<file path="config.mk">
export PLATFORM = sky130hd
export DESIGN_NAME = activation_flat
export DESIGN_NICKNAME = d
export VERILOG_FILES = /design/src/rtl/activation_if.sv /design/src/rtl/activation.sv /design/src/flat_wrapper.sv
export SDC_FILE = /design/constraint.sdc
export NUM_CORES = 1
export LEC_CHECK = 0
export BUFFER_PORTS_ARGS = -buffer_cell sky130_fd_sc_hd__buf_2
export CORE_MARGIN = 2
export CORE_UTILIZATION = 48
export CTS_BUF_LIST = sky130_fd_sc_hd__clkbuf_2 sky130_fd_sc_hd__clkbuf_4 sky130_fd_sc_hd__clkbuf_8
export DETAILED_ROUTE_END_ITERATION = 10
export GPL_ROUTABILITY_DRIVEN = 0
export PLACE_DENSITY = 0.81
export SLEW_MARGIN = 20
export SYNTH_ARGS = -nofsm -noshare
export SYNTH_HDL_FRONTEND = slang
export SYNTH_SLANG_ARGS = --single-unit
export TNS_END_PERCENT = 5
</file>
<file path="constraint.sdc">
create_clock -name clock -period 1.8 [get_ports clock]
set_input_delay 0.54 -clock clock [delete_from_list [all_inputs] [get_ports clock]]
set_output_delay 0.54 -clock clock [all_outputs]
set_load 0.05 [all_outputs]
</file>
<file path="src/rtl/activation_if.sv">
// Channel bundle between an activation stage and its neighbours.
// The argument and propagate channels face the upstream `node`. The result
// and error channels face the next layer.
interface activation_if;
  // Forward input: pre-activation from node's result channel
  logic        argument_valid;
  logic [15:0] argument_data;
  logic        argument_ready;
  // Forward output: 8-bit activation
  logic        result_valid;
  logic [7:0]  result_data;
  logic        result_ready;
  // Backward input: error returned by the next layer
  logic        error_valid;
  logic [15:0] error_data;
  logic        error_ready;
  // Backward output: gated error toward node's error input
  logic        propagate_valid;
  logic [15:0] propagate_data;
  logic        propagate_ready;

  // Activation stage side
  modport slave (
    input  argument_valid, argument_data,
    output argument_ready,
    output result_valid, result_data,
    input  result_ready,
    input  error_valid, error_data,
    output error_ready,
    output propagate_valid, propagate_data,
    input  propagate_ready
  );

  // Environment side (node upstream, next layer downstream)
  modport master (
    output argument_valid, argument_data,
    input  argument_ready,
    input  result_valid, result_data,
    output result_ready,
    output error_valid, error_data,
    input  error_ready,
    input  propagate_valid, propagate_data,
    output propagate_ready
  );
endinterface

</file>
<file path="src/rtl/activation.sv">
// Hard-saturating ReLU activation stage with a backward error gate.
// Forward pass: the 16-bit signed pre-activation (8 fractional bits) is
// clipped to 0..255 and emitted as an 8-bit activation.
// Backward pass (training only): the returned error passes unchanged where
// the function is linear. Where it is clipped, the error becomes zero, or a
// leaked arithmetic shift when LEAK > 0.
// Only one transaction is in flight. The ready and valid outputs are decoded
// from the state register, so no output depends combinationally on an input
// ready.
module activation #(
  parameter int LEAK = 0
) (
  input  logic        clock,
  input  logic        reset,
  input  logic        train,
  activation_if.slave bus
);

  typedef enum logic [1:0] {
    ARG = 2'd0,  // waiting for a pre-activation
    RES = 2'd1,  // presenting the activation
    ERR = 2'd2,  // waiting for the returned error (training)
    FBK = 2'd3   // presenting the gated error to node
  } state_e;

  state_e             state_q, state_d;
  logic signed [15:0] x_q, x_d;       // stored pre-activation
  logic               d_q, d_d;       // 1 = linear region, derivative is one
  logic        [15:0] prop_q, prop_d; // registered gated error

  logic               arg_hs, res_hs, err_hs, prop_hs;
  logic signed [15:0] arg_x;
  logic               arg_linear;
  logic        [7:0]  y;
  logic signed [15:0] err_e;
  logic signed [15:0] err_leaked;
  logic        [15:0] err_gated;

  // Handshake decode. Ready is a function of the state alone.
  always_comb begin
    bus.argument_ready  = (state_q == ARG);
    bus.error_ready     = (state_q == ERR);
    bus.result_valid    = (state_q == RES);
    bus.propagate_valid = (state_q == FBK);
    arg_hs  = bus.argument_valid  & bus.argument_ready;
    res_hs  = bus.result_valid    & bus.result_ready;
    err_hs  = bus.error_valid     & bus.error_ready;
    prop_hs = bus.propagate_valid & bus.propagate_ready;
  end

  // Derivative of the incoming argument. Both clip edges (0 and 255) count
  // as clipped, so the linear region is the open interval.
  always_comb begin
    arg_x      = $signed(bus.argument_data);
    arg_linear = (arg_x > 16'sd0) && (arg_x < 16'sd255);
  end

  // Forward function on the stored x. Because x_q holds after the result
  // handshake, result_data keeps its last value without a separate register.
  always_comb begin
    if (x_q <= 16'sd0)
      y = 8'd0;
    else if (x_q >= 16'sd255)
      y = 8'd255;
    else
      y = x_q[7:0];
    bus.result_data = y;
  end

  // Backward gate. The shift is arithmetic and does not saturate, so a
  // negative error stays negative.
  always_comb begin
    err_e      = $signed(bus.error_data);
    err_leaked = err_e >>> LEAK;
    if (d_q)
      err_gated = err_e;
    else if (LEAK == 0)
      err_gated = 16'd0;
    else
      err_gated = err_leaked;
  end

  assign bus.propagate_data = prop_q;

  // Next-state and datapath updates. Every register holds by default and
  // changes only on its own channel's handshake.
  always_comb begin
    state_d = state_q;
    x_d     = x_q;
    d_d     = d_q;
    prop_d  = prop_q;
    unique case (state_q)
      ARG: begin
        if (arg_hs) begin
          x_d     = arg_x;
          d_d     = arg_linear;
          state_d = RES;
        end
      end
      RES: begin
        // train is sampled only here; changes at other times have no effect
        if (res_hs)
          state_d = train ? ERR : ARG;
      end
      ERR: begin
        if (err_hs) begin
          prop_d  = err_gated;
          state_d = FBK;
        end
      end
      FBK: begin
        if (prop_hs)
          state_d = ARG;
      end
      default: state_d = ARG;
    endcase
  end

  // State and data registers. Reset abandons any transaction in flight.
  always_ff @(posedge clock) begin
    if (reset) begin
      state_q <= ARG;
      x_q     <= '0;
      d_q     <= 1'b0;
      prop_q  <= '0;
    end else begin
      state_q <= state_d;
      x_q     <= x_d;
      d_q     <= d_d;
      prop_q  <= prop_d;
    end
  end

  // A state register holding an unknown value is a fatal error.
  state_known_a: assert property (@(posedge clock) disable iff (reset)
                                  !$isunknown(state_q))
    else $fatal(1, "activation: illegal state encoding");

endmodule
</file>
<file path="src/flat_wrapper.sv">
// flat-port wrapper written by rule: the top's interface ports become plain ports
module activation_flat 
#(
  parameter int LEAK = 0
)
  (clock, reset, train, bus_argument_valid, bus_argument_data, bus_argument_ready, bus_result_valid, bus_result_data, bus_result_ready, bus_error_valid, bus_error_data, bus_error_ready, bus_propagate_valid, bus_propagate_data, bus_propagate_ready);
  activation_if bus_i ();
  input  logic clock;
  input  logic reset;
  input  logic train;
  input wire logic [$bits(bus_i.argument_valid)-1:0] bus_argument_valid;
  input wire logic [$bits(bus_i.argument_data)-1:0] bus_argument_data;
  output wire logic [$bits(bus_i.argument_ready)-1:0] bus_argument_ready;
  output wire logic [$bits(bus_i.result_valid)-1:0] bus_result_valid;
  output wire logic [$bits(bus_i.result_data)-1:0] bus_result_data;
  input wire logic [$bits(bus_i.result_ready)-1:0] bus_result_ready;
  input wire logic [$bits(bus_i.error_valid)-1:0] bus_error_valid;
  input wire logic [$bits(bus_i.error_data)-1:0] bus_error_data;
  output wire logic [$bits(bus_i.error_ready)-1:0] bus_error_ready;
  output wire logic [$bits(bus_i.propagate_valid)-1:0] bus_propagate_valid;
  output wire logic [$bits(bus_i.propagate_data)-1:0] bus_propagate_data;
  input wire logic [$bits(bus_i.propagate_ready)-1:0] bus_propagate_ready;
  assign bus_i.argument_valid = bus_argument_valid;
  assign bus_i.argument_data = bus_argument_data;
  assign bus_argument_ready = bus_i.argument_ready;
  assign bus_result_valid = bus_i.result_valid;
  assign bus_result_data = bus_i.result_data;
  assign bus_i.result_ready = bus_result_ready;
  assign bus_i.error_valid = bus_error_valid;
  assign bus_i.error_data = bus_error_data;
  assign bus_error_ready = bus_i.error_ready;
  assign bus_propagate_valid = bus_i.propagate_valid;
  assign bus_propagate_data = bus_i.propagate_data;
  assign bus_i.propagate_ready = bus_propagate_ready;
  activation #(.LEAK(LEAK)) u_core (.clock(clock), .reset(reset), .train(train), .bus(bus_i));
endmodule
</file>
==> flow_metrics.py, run 1 <==
metrics = {
    "yosys": {
        "synth-xor-area-share": 0,
        "synth.most_common_cell": "nand2_1",
        "synthFlopType": "dfxtp_1",
        "ys_ff_latch": 35,
        "synth_top_area_share": 0.467,
        "ys_top_cells_by_count": "51 x nand2_1, 35 x dfxtp_1, 33 x a21oi_1",
        "synthAdderAreaFrac": 0,
        "synth_edf_count": 0,
        "avgSynthCellArea_um2": 7.86,
        "synth-simple-area-share": 0.330,
        "muxShareOfSynthArea": 0,
        "ys_seq_area_frac": 0.467,
        "synth-compound-area-share": 0.133,
        "yosys-top-cells-area": "dfxtp_1 47%, nand2_1 13%, a21oi_1 11%",
        "synth_top_family_by_area": "simple AND/OR/NAND/NOR gates",
        "yosys.area.top_type": "dfxtp_1",
        "yosys_warnings": 0,
        "synth_nets": 230,
        "syn_inst": 191,
        "syn_area_um2": 1500,
        "synth.distinct_cells": 25,
        "async_reset_ff_frac": 0,
    },
    "critical_path": {
        "cp_max_fo": 8,
        "start_kind": "register",
        "critPathKind": "reg -> out",
        "arrival_ns": 1.76,
        "end_kind": "output pin",
        "required_ns": 1.26,
    },
    "global_route": {
        "grt_pass1_vias": 1356,
        "track_usage": 0.206,
        "grt.overflow.total": 0,
        "antenna_found_initial": 0,
        "grt_max_degree": 24,
        "grt_pass1_wl_um": 5530,
    },
    "drt": {
        "vias": 1502,
        "initialDrtViolationCount": 38,
        "wirelength_um": 3370,
        "firstDrtPassIters": 4,
        "route.detailed.drc": 0,
        "ant_nets": 0,
        "wire_per_inst_um": 11.7,
        "viasPerCell": 5.20,
    },
    "outcome": {
        "status": "complete, but fails checks",
        "violations": "negative setup slack",
    },
    "worst_hold_path": {
        "hold_path.class": "in -> reg",
    },
    "clocking": {
        "clk_pin_slew_worst_paths_ns": 0.10,
        "clkLatencyLatePin_ns": 0.32,
        "cts_tree": "yes",
        "cts_buffer_depth": 2,
        "cts_root_buffer": "clkbuf_4",
        "cts_made_buffers": 5,
        "clock_sinks": 35,
        "h-tree-depth": 2,
    },
    "finish": {
        "area_growth_pct": 40.0,
        "final_area_um2": 2100,
        "final_cells": 289,
        "utilization": 0.700,
        "n_antenna_cell": 0,
        "drive_above_1_share": 0.430,
        "fin_nets": 294,
    },
    "sta": {
        "setup_viol": 8,
        "fin_crit_sh": 1.28,
        "fin_ws_ns": -0.499,
        "clock_skew_ns": 0.00382,
        "tightest_slew_ns": 0.683,
        "max_clock_freq_mhz": 435,
        "worst_slew_margin_rel": 0.544,
        "layout_min_cycle_time_ns": 2.30,
        "drv_slew": 0,
        "rsz0062_at_grt": "yes",
        "hold_viol": 0,
    },
    "power": {
        "ir_drop_mv": 0.560,
        "p_per_area_nw_per_um2": 894,
        "leakage_nw": 0.868,
    },
    "placement": {
        "dpl-instance-area_um2": 1970,
        "hpwlAfterDp_um": 2570,
        "place_inst": 281,
        "io_buffers": 66,
    },
    "floorplanning": {
        "initial_core_util": 0.500,
        "die_h_um": 59.9,
        "die_area_um2": 3590,
        "row_count": 20,
        "coreArea_um2": 3000,
        "pin_count": 67,
        "die_w_um": 59.9,
    },
    "run": {
        "drv_cap": 0,
    },
}
## sequential cells by signal, indices dropped and copies added (netlist names), named ones only
| signal | flops |
|---|---|
| u_core.d_q | 1 |
| u_core.state_q | 1 |
| u_core.x_q | 16 |
| u_core.bus.propagate_data | 16 |
## critical path: stages (launching register included)
cell	delay (ns)
dfxtp_2	0.33
or4_4	0.66
nor3_4	0.24
nor2_4	0.04
buf_6	0.15
## per-layer routing
metal	part of all wire	track usage	routed length [µm]
met1	0.42	0.231	1430
met2	0.50	0.362	1700
met3	0.055	0.0519	186
met4	0.017	0.0952	59
met5	0	0	0
## cell families (layout without fill, tap and decap cells)
logic type | Yosys count | count (layout)
flops | 35 | 35
buf+inv | 15 | 80
simple gates | 103 | 103
compound gates | 38 | 38
## where the power goes
group | internal [W] | switching (W)
logic | 0.000252 | 0.000380
clock network | 0.000182 | 0.000237
registers | 0.000803 | 0.0000265
total | 0.00124 | 0.000643
## cell usage in the layout (no fill, tap or decap), types with 2 or more instances in the layout
master    count
a21oi_1      33
and2_1        2
buf_2        56
buf_4         5
buf_6         8
clkbuf_4      9
dfxtp_1      32
dfxtp_2       3
nand2_1      51
nand3_1      11
nand3_2       5
nand4_1       3
nor2_1        3
nor2_4        8
nor3_4        8
nor4_1        3
o21ai_0       2
or4_4         2
## cell type report
type / count / area (µm²)
multi-input cells: 141 / 856
clock inverters: 1 / 5.00
flip-flops and latches: 35 / 704
well taps: 33 / 41.3
fillers: 258 / 901
clock buffers: 7 / 52.6
repair buffers: 72 / 443
## path summary, 6_finish.rpt
check | from | end | slack [ns] | cells after the start
worst min-delay path | bus_argument_data[10] | u_core.x_q[10] | 0.45 | 3
worst max-delay path | u_core.x_q[15] | bus_result_data[4] | -0.50 | 4
worst max register to register | u_core.state_q[0] | u_core.x_q[9] | 0.55 | 5
worst min register to register | u_core.bus.propagate_data[11] | u_core.bus.propagate_data[11] | 0.45 | 2
## metrics by stage
step	setup TNS, ns	hold WS (ns)	setup WS (ns)	total power [W]
floorplan	-0.465	0.431	-0.0581	0.00131
finish	-3.96	0.450	-0.499	0.00188
global placement	-1.64	0.436	-0.206	0.00139
CTS	-4.15	0.437	-0.530	0.00190
detailed placement	-1.76	0.441	-0.230	0.00140
global route	-4.53	0.433	-0.583	0.00199
## repair_timing
item                                    CTS  global route
endpoints found under the hold margin     0             0
endpoints found under the setup margin   10            11
hold buffers                              0             0
buffers inserted                          0             0
pin swaps                                 5             0
gates resized for setup                  22             4
(Power assumes the default switching activity.)
==> inputs of run 2 (changes only) <==
- CORE_UTILIZATION: 48 -> 46
- CTS_BUF_LIST: sky130_fd_sc_hd__clkbuf_2 sky130_fd_sc_hd__clkbuf_4 sky130_fd_sc_hd__clkbuf_8 -> not set
- HOLD_SLACK_MARGIN: not set -> 0.15
- PLACE_DENSITY: 0.81 -> 0.78
==> run 2 against run 1 <==
The run still ends with negative setup slack left. Maximum frequency decreased by 1.6%. Via count is 0.87% lower. Cell count up 3.8%. Hold slack got worse by 0.0077 ns. Die area up 4.0%. Combinational power hardly changed. Global-route usage increased by 0.22 points. Critical path type unchanged. Highest routed layer unchanged.
==> flow_metrics.py, run 2 (synthesized netlist as in run 1, its figures left out) <==
metrics = {
    "outcome": {
        "status": "complete, but fails checks",
        "violations": "negative setup slack",
    },
    "critical_path": {
        "cp_cell_sequence": "or4_4, nor3_4, nor2_4, buf_6",
        "max_stage_delay_ns": 0.67,
        "crit_slowest_cell": "or4_4",
        "cp_max_fo": 8,
        "required_ns": 1.26,
        "end_kind": "output pin",
        "arrival_ns": 1.80,
        "start_kind": "register",
        "critPathKind": "reg -> out",
    },
    "clocking": {
        "clock_sinks": 35,
        "h-tree-depth": 2,
        "cts_buffer_depth": 2,
        "clk_pin_slew_worst_paths_ns": 0.10,
        "clkLatencyLatePin_ns": 0.34,
        "cts_tree": "yes",
        "cts_root_buffer": "clkbuf_4",
        "cts_made_buffers": 5,
    },
    "power": {
        "p_comb_frac": 0.325,
        "ir_drop_mv": 0.580,
        "switching_share": 0.341,
        "netSwitchingPower_w": 0.000663,
        "p_int_w": 0.00128,
        "leakage_nw": 0.870,
        "p_clk_frac": 0.249,
        "p_per_area_nw_per_um2": 916,
        "p_seq_frac": 0.425,
    },
    "finish": {
        "drive_above_1_share": 0.426,
        "layout_commonest_cell": "buf_2",
        "area_growth_pct": 41.4,
        "final_cell_mix": "57 x buf_2, 51 x nand2_1, 33 x a21oi_1",
        "n_antenna_cell": 0,
        "fin_nets": 294,
        "utilization": 0.690,
    },
    "floorplanning": {
        "die_h_um": 61.1,
        "die_area_um2": 3740,
        "die_w_um": 61.1,
        "coreArea_um2": 3080,
        "initial_core_util": 0.488,
        "pin_count": 67,
        "row_count": 20,
    },
    "global_route": {
        "grt_pass1_wl_um": 5640,
        "track_usage": 0.208,
        "antenna_found_initial": 0,
        "grt_max_degree": 21,
        "grt_pass1_vias": 1327,
        "grt.overflow.total": 0,
    },
    "placement": {
        "hpwlAfterDp_um": 2510,
        "io_buffers": 66,
    },
    "sta": {
        "tightest_slew_ns": 0.637,
        "tns_ns": -4.17,
        "max_clock_freq_mhz": 428,
        "worst_slew_margin_rel": 0.575,
        "setup_viol": 8,
        "clock_skew_ns": 0.00525,
        "layout_min_cycle_time_ns": 2.34,
        "hold_viol": 0,
        "fin_crit_sh": 1.30,
        "rsz0062_at_grt": "yes",
        "drv_slew": 0,
        "fin_ws_ns": -0.535,
    },
    "worst_hold_path": {
        "hold_path.class": "in -> reg",
    },
    "drt": {
        "viasPerCell": 4.96,
        "wirelength_um": 3460,
        "route.detailed.drc": 0,
        "ant_nets": 0,
        "wire_per_inst_um": 11.5,
        "vias": 1489,
        "initialDrtViolationCount": 23,
        "firstDrtPassIters": 4,
    },
    "run": {
        "drv_cap": 0,
    },
}
==> run 2: power groups by stage <==
stage                     Combinational (W)  Sequential (W)  Clock (W)
after floorplan                    0.000472        0.000840          0
after global placement             0.000548        0.000844          0
after detailed placement           0.000557        0.000845          0
after CTS                          0.000632        0.000828   0.000503
after global routing               0.000673        0.000833   0.000535
final                              0.000633        0.000828   0.000485
==> run 2: through the flow <==
stage	power, W	cell area, µm²	hold WS [ns]	std cells	setup slack [ns]
2_1_floorplan	0.00131	1690	0.431	191	-0.0581
3_3_place_gp	0.00139	1980	0.435	292	-0.207
3_5_place_dp	0.00140	1980	0.441	292	-0.229
4_1_cts	0.00196	2120	0.423	300	-0.543
5_1_grt	0.00204	2120	0.426	300	-0.591
6_report	0.00195	2120	0.442	300	-0.535
==> run 2: repair_timing <==
item | 4_1_cts | 5_1_grt
endpoints found under the hold margin | 0 | 0
hold buffers | 0 | 0
resized for setup | 22 | 4
buffers inserted | 0 | 0
pin swaps | 3 | 4
gates cloned | 0 | 0
endpoints found under the setup margin | 11 | 11
==> run 2: final cells by class <==
| class | instances | area, µm² |
|---|---|---|
| Fill cell | 290 | 955 |
| Clock buffer | 8 | 68.8 |
| Timing Repair Buffer | 72 | 440 |
| Multi-Input combinational cell | 141 | 853 |
| Tap cell | 44 | 55.1 |
| Sequential cell | 35 | 706 |
==> run 2: per-layer routing <==
metal / global-route usage / vias to the layer above / share of wire
met4: 0.112 / 0 / 0.016
met1: 0.229 / 663 / 0.41
met5: 0 / - / 0
met3: 0.0651 / 7 / 0.075
li1: - / 777 / -
met2: 0.356 / 42 / 0.49
==> run 2: worst paths after layout <==
path	from	to	slack, ns	depth (start not counted)
setup / recovery	u_core.x_q[15]	bus_result_data[5]	-0.54	4
hold / removal	bus_argument_data[12]	u_core.x_q[12]	0.44	3
setup reg to reg	u_core.state_q[0]	u_core.x_q[1]	0.44	5
hold reg to reg	u_core.bus.propagate_data[0]	u_core.bus.propagate_data[0]	0.45	2
==> run 2: critical path: cells and delay by family, from the launching register on <==
kind / cells / cell delay (ns)
and+or+nand+nor: 3 / 0.98
DFF: 1 / 0.33
buffers and inverters: 1 / 0.15
